## src/rtl/scale_tonegen.sv

```systemverilog
// C-major scale tone generator: encoder steps move note/octave, FSM drives a square wave
// whose half-period is latched only at phase boundaries so pitch changes never glitch.
module scale_tonegen #(
    parameter int unsigned FCLK     = 50000000,
    parameter int unsigned OCT_BITS = 2,
    parameter bit          WRAP     = 1'b1,
    parameter int unsigned FW       = 16
) (
    input  logic                clk,
    input  logic                reset,
    input  logic                cw,
    input  logic                ccw,
    input  logic                en,
    output logic                spkr,
    output logic [2:0]          note,
    output logic [OCT_BITS-1:0] octave,
    output logic [FW-1:0]       freq_hz,
    output logic                active
);

    localparam int unsigned CNT_W = $clog2(FCLK / 524 + 1);
    localparam int unsigned SW    = 9 + (1 << OCT_BITS);
    localparam int unsigned XW    = (SW > FW) ? SW : FW;

    localparam logic [9:0] BASE [8] = '{
        10'd262, 10'd294, 10'd330, 10'd349, 10'd392, 10'd440, 10'd494, 10'd523
    };

    localparam logic [CNT_W-1:0] HALF [8] = '{
        CNT_W'(FCLK / (2 * 262)), CNT_W'(FCLK / (2 * 294)),
        CNT_W'(FCLK / (2 * 330)), CNT_W'(FCLK / (2 * 349)),
        CNT_W'(FCLK / (2 * 392)), CNT_W'(FCLK / (2 * 440)),
        CNT_W'(FCLK / (2 * 494)), CNT_W'(FCLK / (2 * 523))
    };

    localparam logic [OCT_BITS-1:0] OCT_MAX = '1;

    typedef enum logic [1:0] {
        IDLE,
        HIGH,
        LOW
    } state_e;

    state_e              state_q, state_d;
    logic [CNT_W-1:0]    cnt_q, cnt_d;
    logic [2:0]          note_q, note_d;
    logic [OCT_BITS-1:0] oct_q, oct_d;
    logic [CNT_W-1:0]    eff_half;
    logic [CNT_W-1:0]    load_val;
    logic [XW-1:0]       wide_f;

    always_comb begin
        note_d = note_q;
        oct_d  = oct_q;
        if (cw && !ccw) begin
            if (note_q != 3'd7) begin
                note_d = note_q + 3'd1;
            end else if (WRAP && (oct_q != OCT_MAX)) begin
                // C5 is C of the next octave, so the carry lands on D.
                note_d = 3'd1;
                oct_d  = oct_q + OCT_BITS'(1);
            end
        end else if (ccw && !cw) begin
            if (note_q != 3'd0) begin
                note_d = note_q - 3'd1;
            end else if (WRAP && (oct_q != '0)) begin
                note_d = 3'd6;
                oct_d  = oct_q - OCT_BITS'(1);
            end
        end
    end

    always_comb begin
        eff_half = HALF[note_q] >> oct_q;
        if (eff_half == '0) begin
            eff_half = CNT_W'(1);
        end
        load_val = eff_half - CNT_W'(1);
    end

    always_comb begin
        state_d = state_q;
        cnt_d   = cnt_q;
        case (state_q)
            IDLE: begin
                cnt_d = '0;
                if (en) begin
                    cnt_d   = load_val;
                    state_d = HIGH;
                end
            end
            HIGH: begin
                // A high pulse always runs to completion; mute is honoured only at its end.
                if (cnt_q == '0) begin
                    if (en) begin
                        cnt_d   = load_val;
                        state_d = LOW;
                    end else begin
                        state_d = IDLE;
                    end
                end else begin
                    cnt_d = cnt_q - CNT_W'(1);
                end
            end
            LOW: begin
                if (!en) begin
                    cnt_d   = '0;
                    state_d = IDLE;
                end else if (cnt_q == '0) begin
                    cnt_d   = load_val;
                    state_d = HIGH;
                end else begin
                    cnt_d = cnt_q - CNT_W'(1);
                end
            end
            default: begin
                cnt_d   = '0;
                state_d = IDLE;
            end
        endcase
    end

    always_ff @(posedge clk or posedge reset) begin
        if (reset) begin
            state_q <= IDLE;
            cnt_q   <= '0;
            note_q  <= '0;
            oct_q   <= '0;
        end else begin
            state_q <= state_d;
            cnt_q   <= cnt_d;
            note_q  <= note_d;
            oct_q   <= oct_d;
        end
    end

    always_comb begin
        wide_f = XW'(BASE[note_q]) << oct_q;
        if (wide_f > XW'({FW{1'b1}})) begin
            freq_hz = '1;
        end else begin
            freq_hz = wide_f[FW-1:0];
        end
    end

    assign spkr   = (state_q == HIGH);
    assign active = (state_q != IDLE);
    assign note   = note_q;
    assign octave = oct_q;

endmodule

```

## config.mk

```make
export PLATFORM = sky130hd
export DESIGN_NAME = scale_tonegen
export DESIGN_NICKNAME = d
export VERILOG_FILES = /design/src/rtl/scale_tonegen.sv
export SDC_FILE = /design/constraint.sdc
export NUM_CORES = 1
export LEC_CHECK = 0
export CELL_PAD_IN_SITES_DETAIL_PLACEMENT = 2
export CELL_PAD_IN_SITES_GLOBAL_PLACEMENT = 2
export CORE_MARGIN = 3
export CORE_UTILIZATION = 25
export CTS_BUF_LIST = sky130_fd_sc_hd__clkbuf_8
export DETAILED_ROUTE_END_ITERATION = 10
export HOLD_SLACK_MARGIN = 0.15
export PLACE_DENSITY_LB_ADDON = 0.05
export SLEW_MARGIN = 15
export SYNTH_ARGS = -nofsm -noshare
export SYNTH_HDL_FRONTEND = slang
export SYNTH_SLANG_ARGS = --single-unit
```

## constraint.sdc

```tcl
create_clock -name clk -period 7 [get_ports clk]
set_clock_uncertainty 0.05 [all_clocks]
set_input_delay 2.1 -clock clk [delete_from_list [all_inputs] [get_ports clk]]
set_output_delay 2.1 -clock clk [all_outputs]
set_load 0.01 [all_outputs]
```

=== Word-level counts from Yosys, hierarchy flattened ===
Memory sizes are Yosys's and may differ from the RTL's.
Cells that the tools add are included.

* Memory bits (read-only): 216
* Output and inout port bits: 23
* Memories: 2
* Register bits after elaboration: 24

* Reduce and logical (&&, ||, !) cells: 16
* $add $sub $neg: 6
* Order comparisons: 2
* Multiplexer cells: 30
* Bitwise operators: 1
* Equal/unequal tests: 12
* Shift-type cells: 2

{| class="wikitable"
|+ Memories
! memory !! depth !! width !! read ports !! clocked after Yosys merged registers in !! write ports !! RTL line !! text
|-
| (name not given) || 8 || 17 || 1 || 0 || 0 || 74 || <nowiki>eff_half = HALF[note_q] >> oct_q;</nowiki>
|-
| (name not given) || 8 || 10 || 1 || 0 || 0 || 138 || <nowiki>wide_f = XW'(BASE[note_q]) << oct_q;</nowiki>
|}

{| class="wikitable"
|+ Operators with widths
! kind !! number
|-
| 17-bit two-way mux || 8
|-
| 17-bit one-hot mux with 3 select lines || 1
|-
| 17-bit zero test || 2
|-
| 17-bit by 1-bit subtractor with 17-bit output, second input constant || 2
|-
| 2-bit two-way mux || 11
|-
| 10-bit two-way mux || 2
|-
| 3-bit two-way mux || 6
|-
| 17-bit by 2-bit right shift with 17-bit output || 1
|-
| 16-bit > comparator, second input constant || 1
|-
| 16-bit two-way mux || 1
|-
| 10-bit by 2-bit << shifter with 16-bit output || 1
|-
| 3-bit inequality test, second input constant || 3
|-
| 2-bit inequality test, second input constant || 4
|-
| 2-bit nonzero test || 4
|-
| 2-bit one-hot mux with 3 select lines || 1
|-
| 3-bit AND reduction || 2
|-
| 3-bit nonzero test || 2
|-
| 5-bit AND reduction || 1
|-
| 4-bit >= comparator, second input constant || 1
|-
| 2-bit by 1-bit inequality test with 1-bit output, second input constant || 2
|-
| 3-bit inverter with 4-bit output || 1
|-
| 3-bit by 1-bit adder with 3-bit output, second input constant || 1
|-
| 3-bit by 1-bit inequality test with 1-bit output, second input constant || 1
|-
| 3-bit by 1-bit subtractor with 3-bit output, second input constant || 1
|-
| 7 further kinds || 9
|}

=== Longest topological paths before layout ===
Gate-level depths: netlist of the first run.

* Word-level depth: 11
* Mapped depth: 12
* Depth with buffers taken out: 11

=== Least setup slack after synthesis of the first run ===
OpenSTA, ideal clock, no wires.

* Path type: register to output
* From: register oct_q[0] (netlist: octave[0])
* To: output freq_hz[11]
* Arrival time: 2.242 ns
* Buffers on the path: 5
* Data required time: 4.850 ns
* Setup slack: 2.608 ns
* Cell stages (with the launch flop): 8
* Cells stage by stage: dfrtp_1 clkbuf_1 clkbuf_1 buf_1 clkbuf_1 clkbuf_1 nor2_1 a311oi_1

* Cells in the longest elaborated chain, start to end: 3

{| class="wikitable"
|+ Ends and longest elaborated chain
! item !! RTL line !! text
|-
| start, declared || 47 || <nowiki>logic [OCT_BITS-1:0] oct_q, oct_d;</nowiki>
|-
| start signal, assigned || 133 || <nowiki>oct_q <= oct_d;</nowiki>
|-
| 10-bit by 2-bit << shifter with 16-bit output * || 138 ||
|-
| 16-bit > comparator || 139 || <nowiki>if (wide_f > XW'({FW{1'b1}})) begin</nowiki>
|-
| 16-bit two-way mux * || 139 ||
|-
| end, declared || 17 || <nowiki>output logic [FW-1:0] freq_hz,</nowiki>
|}

Every way passes the cells marked *; elsewhere a longest branch is shown, timed or not.

=== Worst setup path after layout of the first run ===
* From: register note_q[1] (netlist: note[1])
* To: output freq_hz[6]

* Cells in the longest elaborated chain, start to end: 7

{| class="wikitable"
|+ Ends and longest elaborated chain
! item !! RTL line !! text
|-
| start, declared || 46 || <nowiki>logic [2:0] note_q, note_d;</nowiki>
|-
| start signal, assigned || 132 || <nowiki>note_q <= note_d;</nowiki>
|-
| 3-bit inverter with 4-bit output (implied by the code) * || 138 ||
|-
| memory read 8 x 10 bit * || n/a ||
|-
| 10-bit two-way mux (implied by the code) * (2 in a row) || 138 ||
|-
| 10-bit by 2-bit << shifter with 16-bit output * || 138 ||
|-
| 16-bit > comparator || 139 ||
|-
| 16-bit two-way mux * || 139 ||
|}

Every way passes the cells marked *; elsewhere a longest branch is shown, timed or not. The select of a mux whose other input is x is not followed.

==> results of run 1 <==
## metal layers
layer	part of all wire, %	up-vias	GRT usage, %
met3	1.6	8	2.03
met2	52	26	31.6
met1	45	1394	20.9
met4	1.3	0	3.04
li1	-	1375	-
met5	0	-	0
## stage by stage
step           power [mW]  std cells  instance area, sq um  worst slack (ps)  utilization, %
2_1_floorplan        1.28        374                  2860              2610               -
3_3_place_gp         1.77        515                  3170              2380            28.9
3_5_place_dp         1.77        515                  3170              2290            28.9
4_1_cts              1.92        519                  3240              1970            29.5
5_1_grt              2.09        519                  3240              1640            29.5
6_report             1.88        519                  3240              1990            29.5
## cells in the mapped netlist, types with 4 or more instances
cell / count / share of area, %
sky130_fd_sc_hd__a21o_1: 4 / 1.1
sky130_fd_sc_hd__o22ai_1: 9 / 2.0
sky130_fd_sc_hd__or3_1: 5 / 1.1
sky130_fd_sc_hd__and3_1: 4 / 0.88
sky130_fd_sc_hd__xor2_1: 4 / 1.2
sky130_fd_sc_hd__o21ai_0: 26 / 4.6
sky130_fd_sc_hd__nor3_1: 9 / 1.6
sky130_fd_sc_hd__nand3_1: 10 / 1.8
sky130_fd_sc_hd__inv_1: 15 / 2.0
sky130_fd_sc_hd__o211ai_1: 4 / 1.1
sky130_fd_sc_hd__ha_1: 13 / 5.7
sky130_fd_sc_hd__dfrtp_1: 24 / 21
sky130_fd_sc_hd__buf_1: 5 / 0.66
sky130_fd_sc_hd__nor2_1: 35 / 4.6
sky130_fd_sc_hd__buf_2: 4 / 0.70
sky130_fd_sc_hd__or2_2: 4 / 0.88
sky130_fd_sc_hd__mux2_2: 4 / 1.6
sky130_fd_sc_hd__nand2b_1: 8 / 1.8
sky130_fd_sc_hd__mux2i_1: 17 / 6.0
sky130_fd_sc_hd__nor2b_1: 4 / 0.88
sky130_fd_sc_hd__a21oi_1: 23 / 4.0
sky130_fd_sc_hd__clkbuf_1: 13 / 1.7
sky130_fd_sc_hd__a31oi_1: 4 / 0.88
sky130_fd_sc_hd__nand2_1: 33 / 4.3
sky130_fd_sc_hd__o32ai_1: 4 / 1.2
sky130_fd_sc_hd__xnor2_1: 15 / 4.6
sky130_fd_sc_hd__nor4_1: 8 / 1.8
## kinds of logic (layout without fill, tap and decap cells)
| logic type | count (synthesis) | after routing | share of synthesized area, % |
|---|---|---|---|
| AND/OR/NAND/NOR | 138 | 138 | 25.3 |
| buffers and inverters | 44 | 49 | 6.90 |
| multiplexers | 23 | 23 | 9.13 |
| flip-flops | 24 | 24 | 21.1 |
| adder cells (fa/ha/maj) | 14 | 14 | 6.10 |
| XOR/XNOR | 19 | 19 | 5.84 |
| other | 1 | 3 | 0.132 |
| AO/OA/AOI/OAI | 109 | 109 | 25.6 |
## final cells by class
class	instances	area, sq um
clock inverter	1	30.0
clock buffer	3	41.3
fill	1294	7740
tap	140	175
timing repair buffer	28	270
inverter	17	63.8
sequential	24	601
multi-input combinational	306	2060
## power by group through the flow
| stage | registers (mW) | clock network, mW | logic (mW) |
|---|---|---|---|
| CTS | 0.293 | 0.138 | 1.49 |
| global placement | 0.292 | 0 | 1.48 |
| global route | 0.308 | 0.143 | 1.64 |
| detailed placement | 0.296 | 0 | 1.47 |
| finish | 0.292 | 0.132 | 1.46 |
| floorplan | 0.256 | 0 | 1.03 |
## final timing paths
| kind | depth (start not counted) | slack (ps) | start | endpoint |
|---|---|---|---|---|
| max | 8 | 1990 | note[1]$_DFFE_PP0P_ | freq_hz[6] |
| min | 2 | 560 | cnt_q[5]$_DFFE_PP0P_ | cnt_q[5]$_DFFE_PP0P_ |
| max reg2reg | 10 | 3500 | note[1]$_DFFE_PP0P_ | cnt_q[10]$_DFFE_PP0P_ |
| min reg2reg | 2 | 560 | cnt_q[5]$_DFFE_PP0P_ | cnt_q[5]$_DFFE_PP0P_ |
| max in group asynchronous | 3 | 4490 | reset | cnt_q[6]$_DFFE_PP0P_ |
| min in group asynchronous | 3 | 2130 | reset | cnt_q[14]$_DFFE_PP0P_ |
## flip-flops by register name, indices dropped and copies added (netlist names)
signal / count
state_q: 2
note: 3
cnt_q: 17
octave: 2
## layout by cell type, fill, tap and decap left out, types with 10 or more instances in the layout
cell type and count:
sky130_fd_sc_hd__nand2_1 33, sky130_fd_sc_hd__xnor2_1 15, sky130_fd_sc_hd__dfrtp_1 24, sky130_fd_sc_hd__a21oi_1 23, sky130_fd_sc_hd__clkdlybuf4s50_1 24, sky130_fd_sc_hd__mux2i_1 17
sky130_fd_sc_hd__inv_1 15, sky130_fd_sc_hd__nor2_1 35, sky130_fd_sc_hd__nand3_1 10, sky130_fd_sc_hd__ha_1 13, sky130_fd_sc_hd__o21ai_0 26
## critical path: stages (launching register included)
cell,delay (ps)
sky130_fd_sc_hd__dfrtp_1,610
sky130_fd_sc_hd__inv_1,180
sky130_fd_sc_hd__ha_1,460
sky130_fd_sc_hd__nand2b_1,210
sky130_fd_sc_hd__o21ai_0,150
sky130_fd_sc_hd__nand2_1,110
sky130_fd_sc_hd__o21ai_0,100
sky130_fd_sc_hd__o21ai_0,190
sky130_fd_sc_hd__clkdlybuf4s50_1,560
==> results.tsv, run 1 <==
metric	value	unit
Yosys warning total	0	
Final Net Count	398	
mean routed wirelength per cell	20.0	microns
final number of hold-violating endpoints	0	
P_leak	1.29	nW
Power per Cell Area	581	mW/mm^2
sort of element at the start of the critical path	register	
switching part of the total	53.0	%
number of hold buffers added after cts	0	
floorplan core area	0.0110	sq mm
total global routing overflow	0	
total wire length after detailed routing	10400	microns
initial antenna violation count	0	
number of I/O pins	28	
reported max-cap violation count	0	
antenna-violating nets left	0	
setup TNS after final layout	0	ps
Die Outline Area	0.0127	sq mm
share of post-route cells with drive strength above 1	7.65	%
final worst-path cycle share	71.5	%
run status	finished clean	
post-synthesis instance total	372	
Die Y-Extent	113	microns
FF+latch count, synth	24	
number of port buffers	24	
Worst Setup End Kind	output pin	
iteration count of the initial detailed-routing pass	4	
Max IR drop VDD	0.182	mV
minimum hold slack	561	ps
pin count of the biggest net entering global routing	45	
Bufs on Longest Clock Path	2	
reported net switching power	0.997	mW
Yosys cell types	66	
Max Transition Viols Final	0	
buffer type at the clock tree root	sky130_fd_sc_hd__clkbuf_8	
clock sink count	24	
sum of net half-perimeters after detailed placement	8010	microns
Area Overhead vs Synth	13.7	%
setup violators final	0	
standard-cell rows	38	
number of buffers inserted to repair setup after CTS	0	
total CTS buffers	3	
first-pass GRT wire length	17200	microns
dominant synthesized flop cell	sky130_fd_sc_hd__dfrtp_1	
share of flip-flops with an asynchronous set or reset	100	%
vias in the first global route	3118	
number of flops mapped to enable cells by yosys	0	
count of routing violations after the opening detailed-route iteration	87	
relative slew slack	43.7	%
clock latency on the worst-skew pair	280	ps
part of the total power dissipated in sequential elements	15.5	%
total global routing track utilization	16.9	%
critical path data arrival time	2860	ps
antenna cell count	0	
maximum fanout count along the critical path	14	
mean post-synth cell area	7.66	sq um
detailed-route DRC error count	0	
vias after detailed routing	2803	
count of cells resized by post-cts repair	0	
clock tree from TritonCTS	done	
setup repair after global routing missed its margin	false	
worst-margin pin slew	836	ps
post-synthesis sequential area ratio	21.1	%
type of the worst min-delay path	reg -> reg	
initial core utilization	25.9	%
clock share of power	7.0	%
width of the die	113	microns
Max H-tree Level	1	
via density per instance	5.40	
Internal Pwr Total	0.885	mW
clock period minus final worst setup slack	5010	ps
area of the mapped netlist	0.00285	sq mm
Logic pwr share	77.4	%
critical setup path kind	reg -> out	
data required time of the critical path	4850	ps
clock input transition at the sequential cells of the worst setup and hold paths	110	ps
Routability Congestion	0.814	
highest attainable clock frequency	200	MHz
Note: power is estimated with default switching activity, not from simulation.
==> inputs of run 2 (changes only) <==
- clock period: 7 -> 4.7 ns (I/O delays scaled with it)
==> run 2 against run 1 <==
  * Core utilization increased by 0.26 points
  * Sequential share of layout area fell by 0.16 points
  * Hold slack worse by 1.1 ps
  * Clock-buffer cell count grew 1
  * Cell count rose by 1.2%
==> results.tsv, run 2 (synthesis results as in run 1) <==
metric	value	unit
Bufs on Longest Clock Path	2	
vias after detailed routing	2845	
detailed-route DRC error count	0	
beginning of the worst hold path	cnt_q[16]$_DFFE_PP0P_	
Die Outline Area	0.0127	sq mm
number of cells traversed by the worst register-to-register path	11	
slowest stage delay, CP	600	ps
number of hold buffers added after cts	0	
sum of net half-perimeters after detailed placement	8340	microns
WHS Endpoint	cnt_q[16]$_DFFE_PP0P_	
total global routing track utilization	17.4	%
standard-cell rows	38	
number of I/O pins	28	
Worst Setup End Kind	output pin	
Max H-tree Level	1	
count of routing violations after the opening detailed-route iteration	148	
clock latency on the worst-skew pair	280	ps
reported max-cap violation count	0	
total global routing overflow	0	
antenna-violating nets left	0	
most common library cell in the layout ignoring fill and taps	sky130_fd_sc_hd__nor2_1	
max FFs per register	17	
pin count of the biggest net entering global routing	28	
data required time of the critical path	3240	ps
type of the worst min-delay path	reg -> reg	
first-pass GRT wire length	17800	microns
relative slew slack	39.3	%
sequence of cells on the critical path	inv_1 -> ha_1 -> nand2b_1 -> o21ai_0 -> nand2_1 -> o21ai_0 -> a21oi_1 -> clkdlybuf4s50_1	
clock input transition at the sequential cells of the worst setup and hold paths	100	ps
run status	finished clean	
number of buffers inserted to repair setup after CTS	0	
Critical R2R Capture	cnt_q[10]$_DFFE_PP0P_	
initial antenna violation count	0	
Final Util	29.8	%
total CTS buffers	3	
reported net switching power	1.50	mW
final number of hold-violating endpoints	0	
setup repair after global routing missed its margin	false	
setup violators final	0	
clock share of power	5.5	%
critical path data arrival time	2800	ps
part of the total power dissipated in sequential elements	15.4	%
total chip power	2.82	mW
Max IR drop VDD	0.300	mV
share of post-route cells with drive strength above 1	9.09	%
iteration count of the initial detailed-routing pass	4	
P_leak	1.31	nW
antenna cell count	0	
Final Net Count	404	
vias in the first global route	3093	
clock sink count	24	
Die Y-Extent	113	microns
setup TNS after final layout	0	ps
clock tree from TritonCTS	done	
critical setup path kind	reg -> out	
highest attainable clock frequency	235	MHz
mean routed wirelength per cell	20.2	microns
Final Non-Filler Cells	525	
Routability Congestion	0.758	
count of cells resized by post-cts repair	0	
number of cells in the design after placement	521	
final worst-path cycle share	90.6	%
number of port buffers	24	
Internal Pwr Total	1.31	mW
most used cell, CP	sky130_fd_sc_hd__o21ai_0	
Logic pwr share	79.1	%
switching part of the total	53.4	%
worst reg-to-reg setup slack	1250	ps
register bank with the most flops	cnt_q	
total wire length after detailed routing	10600	microns
floorplan core area	0.0110	sq mm
clock period minus final worst setup slack	4260	ps
sort of element at the start of the critical path	register	
worst-margin pin slew	910	ps
buffer type at the clock tree root	sky130_fd_sc_hd__clkbuf_8	
Power per Cell Area	861	mW/mm^2
width of the die	113	microns
slowest stage cell, crit path	sky130_fd_sc_hd__dfrtp_1	
most frequent cells in the layout	sky130_fd_sc_hd__nor2_1, sky130_fd_sc_hd__nand2_1, sky130_fd_sc_hd__o21ai_0	
worst reg2reg path startpoint	note[1]$_DFFE_PP0P_	
maximum fanout count along the critical path	14	
Max Transition Viols Final	0	
initial core utilization	25.9	%
cell count of the worst hold path	2	
via density per instance	5.42	
Area Overhead vs Synth	14.8	%
run 2: power groups by stage:
stage	sequential [mW]	clock (mW)	combinational [mW]
2_1_floorplan	0.381	0	1.53
3_3_place_gp	0.434	0	2.22
3_5_place_dp	0.442	0	2.25
4_1_cts	0.437	0.161	2.26
5_1_grt	0.459	0.166	2.51
6_report	0.434	0.155	2.23
run 2: worst max-delay path: cells and delay by family (launching register included):
family | cells | cell delay, ps
flops | 1 | 600
simple gates | 2 | 290
compound gates | 3 | 430
buf+inv | 2 | 730
fa+ha+maj | 1 | 460
run 2: layout make-up:
type / count / area (sq um)
fillers: 1275 / 7710
multi-input cells: 306 / 2060
flip-flops and latches: 24 / 601
repair buffers: 34 / 315
well taps: 140 / 175
inverters: 17 / 63.8
clock buffers: 4 / 55.1
run 2: metal layers:
metal / part of all wire [%] / GRT usage [%]
met5: 0 / 0
met4: 1.0 / 3.04
met3: 2.0 / 1.87
met2: 52 / 31.6
met1: 45 / 22.5
run 2: worst max path at each step:
| stage | slack, ps | end | startpoint |
|---|---|---|---|
| 2_1_floorplan | 1000 | freq_hz[11] | octave[0]$_DFFE_PP0P_ |
| 3_5_place_dp | 740 | freq_hz[8] | note[1]$_DFFE_PP0P_ |
| 4_1_cts | 390 | freq_hz[8] | note[1]$_DFFE_PP0P_ |
| 3_3_place_gp | 830 | freq_hz[6] | note[1]$_DFFE_PP0P_ |
| 6_report | 440 | freq_hz[8] | note[1]$_DFFE_PP0P_ |
| 5_1_grt | 180 | freq_hz[6] | note[1]$_DFFE_PP0P_ |
run 2: per-stage QoR:
stage               area, sq um  hold WS [ps]  worst slack (ps)
finish                     3270           560               443
global route               3270           604               176
CTS                        3270           564               394
detailed placement         3210           548               739
global placement           3210           552               832
floorplan                  2860           507               998
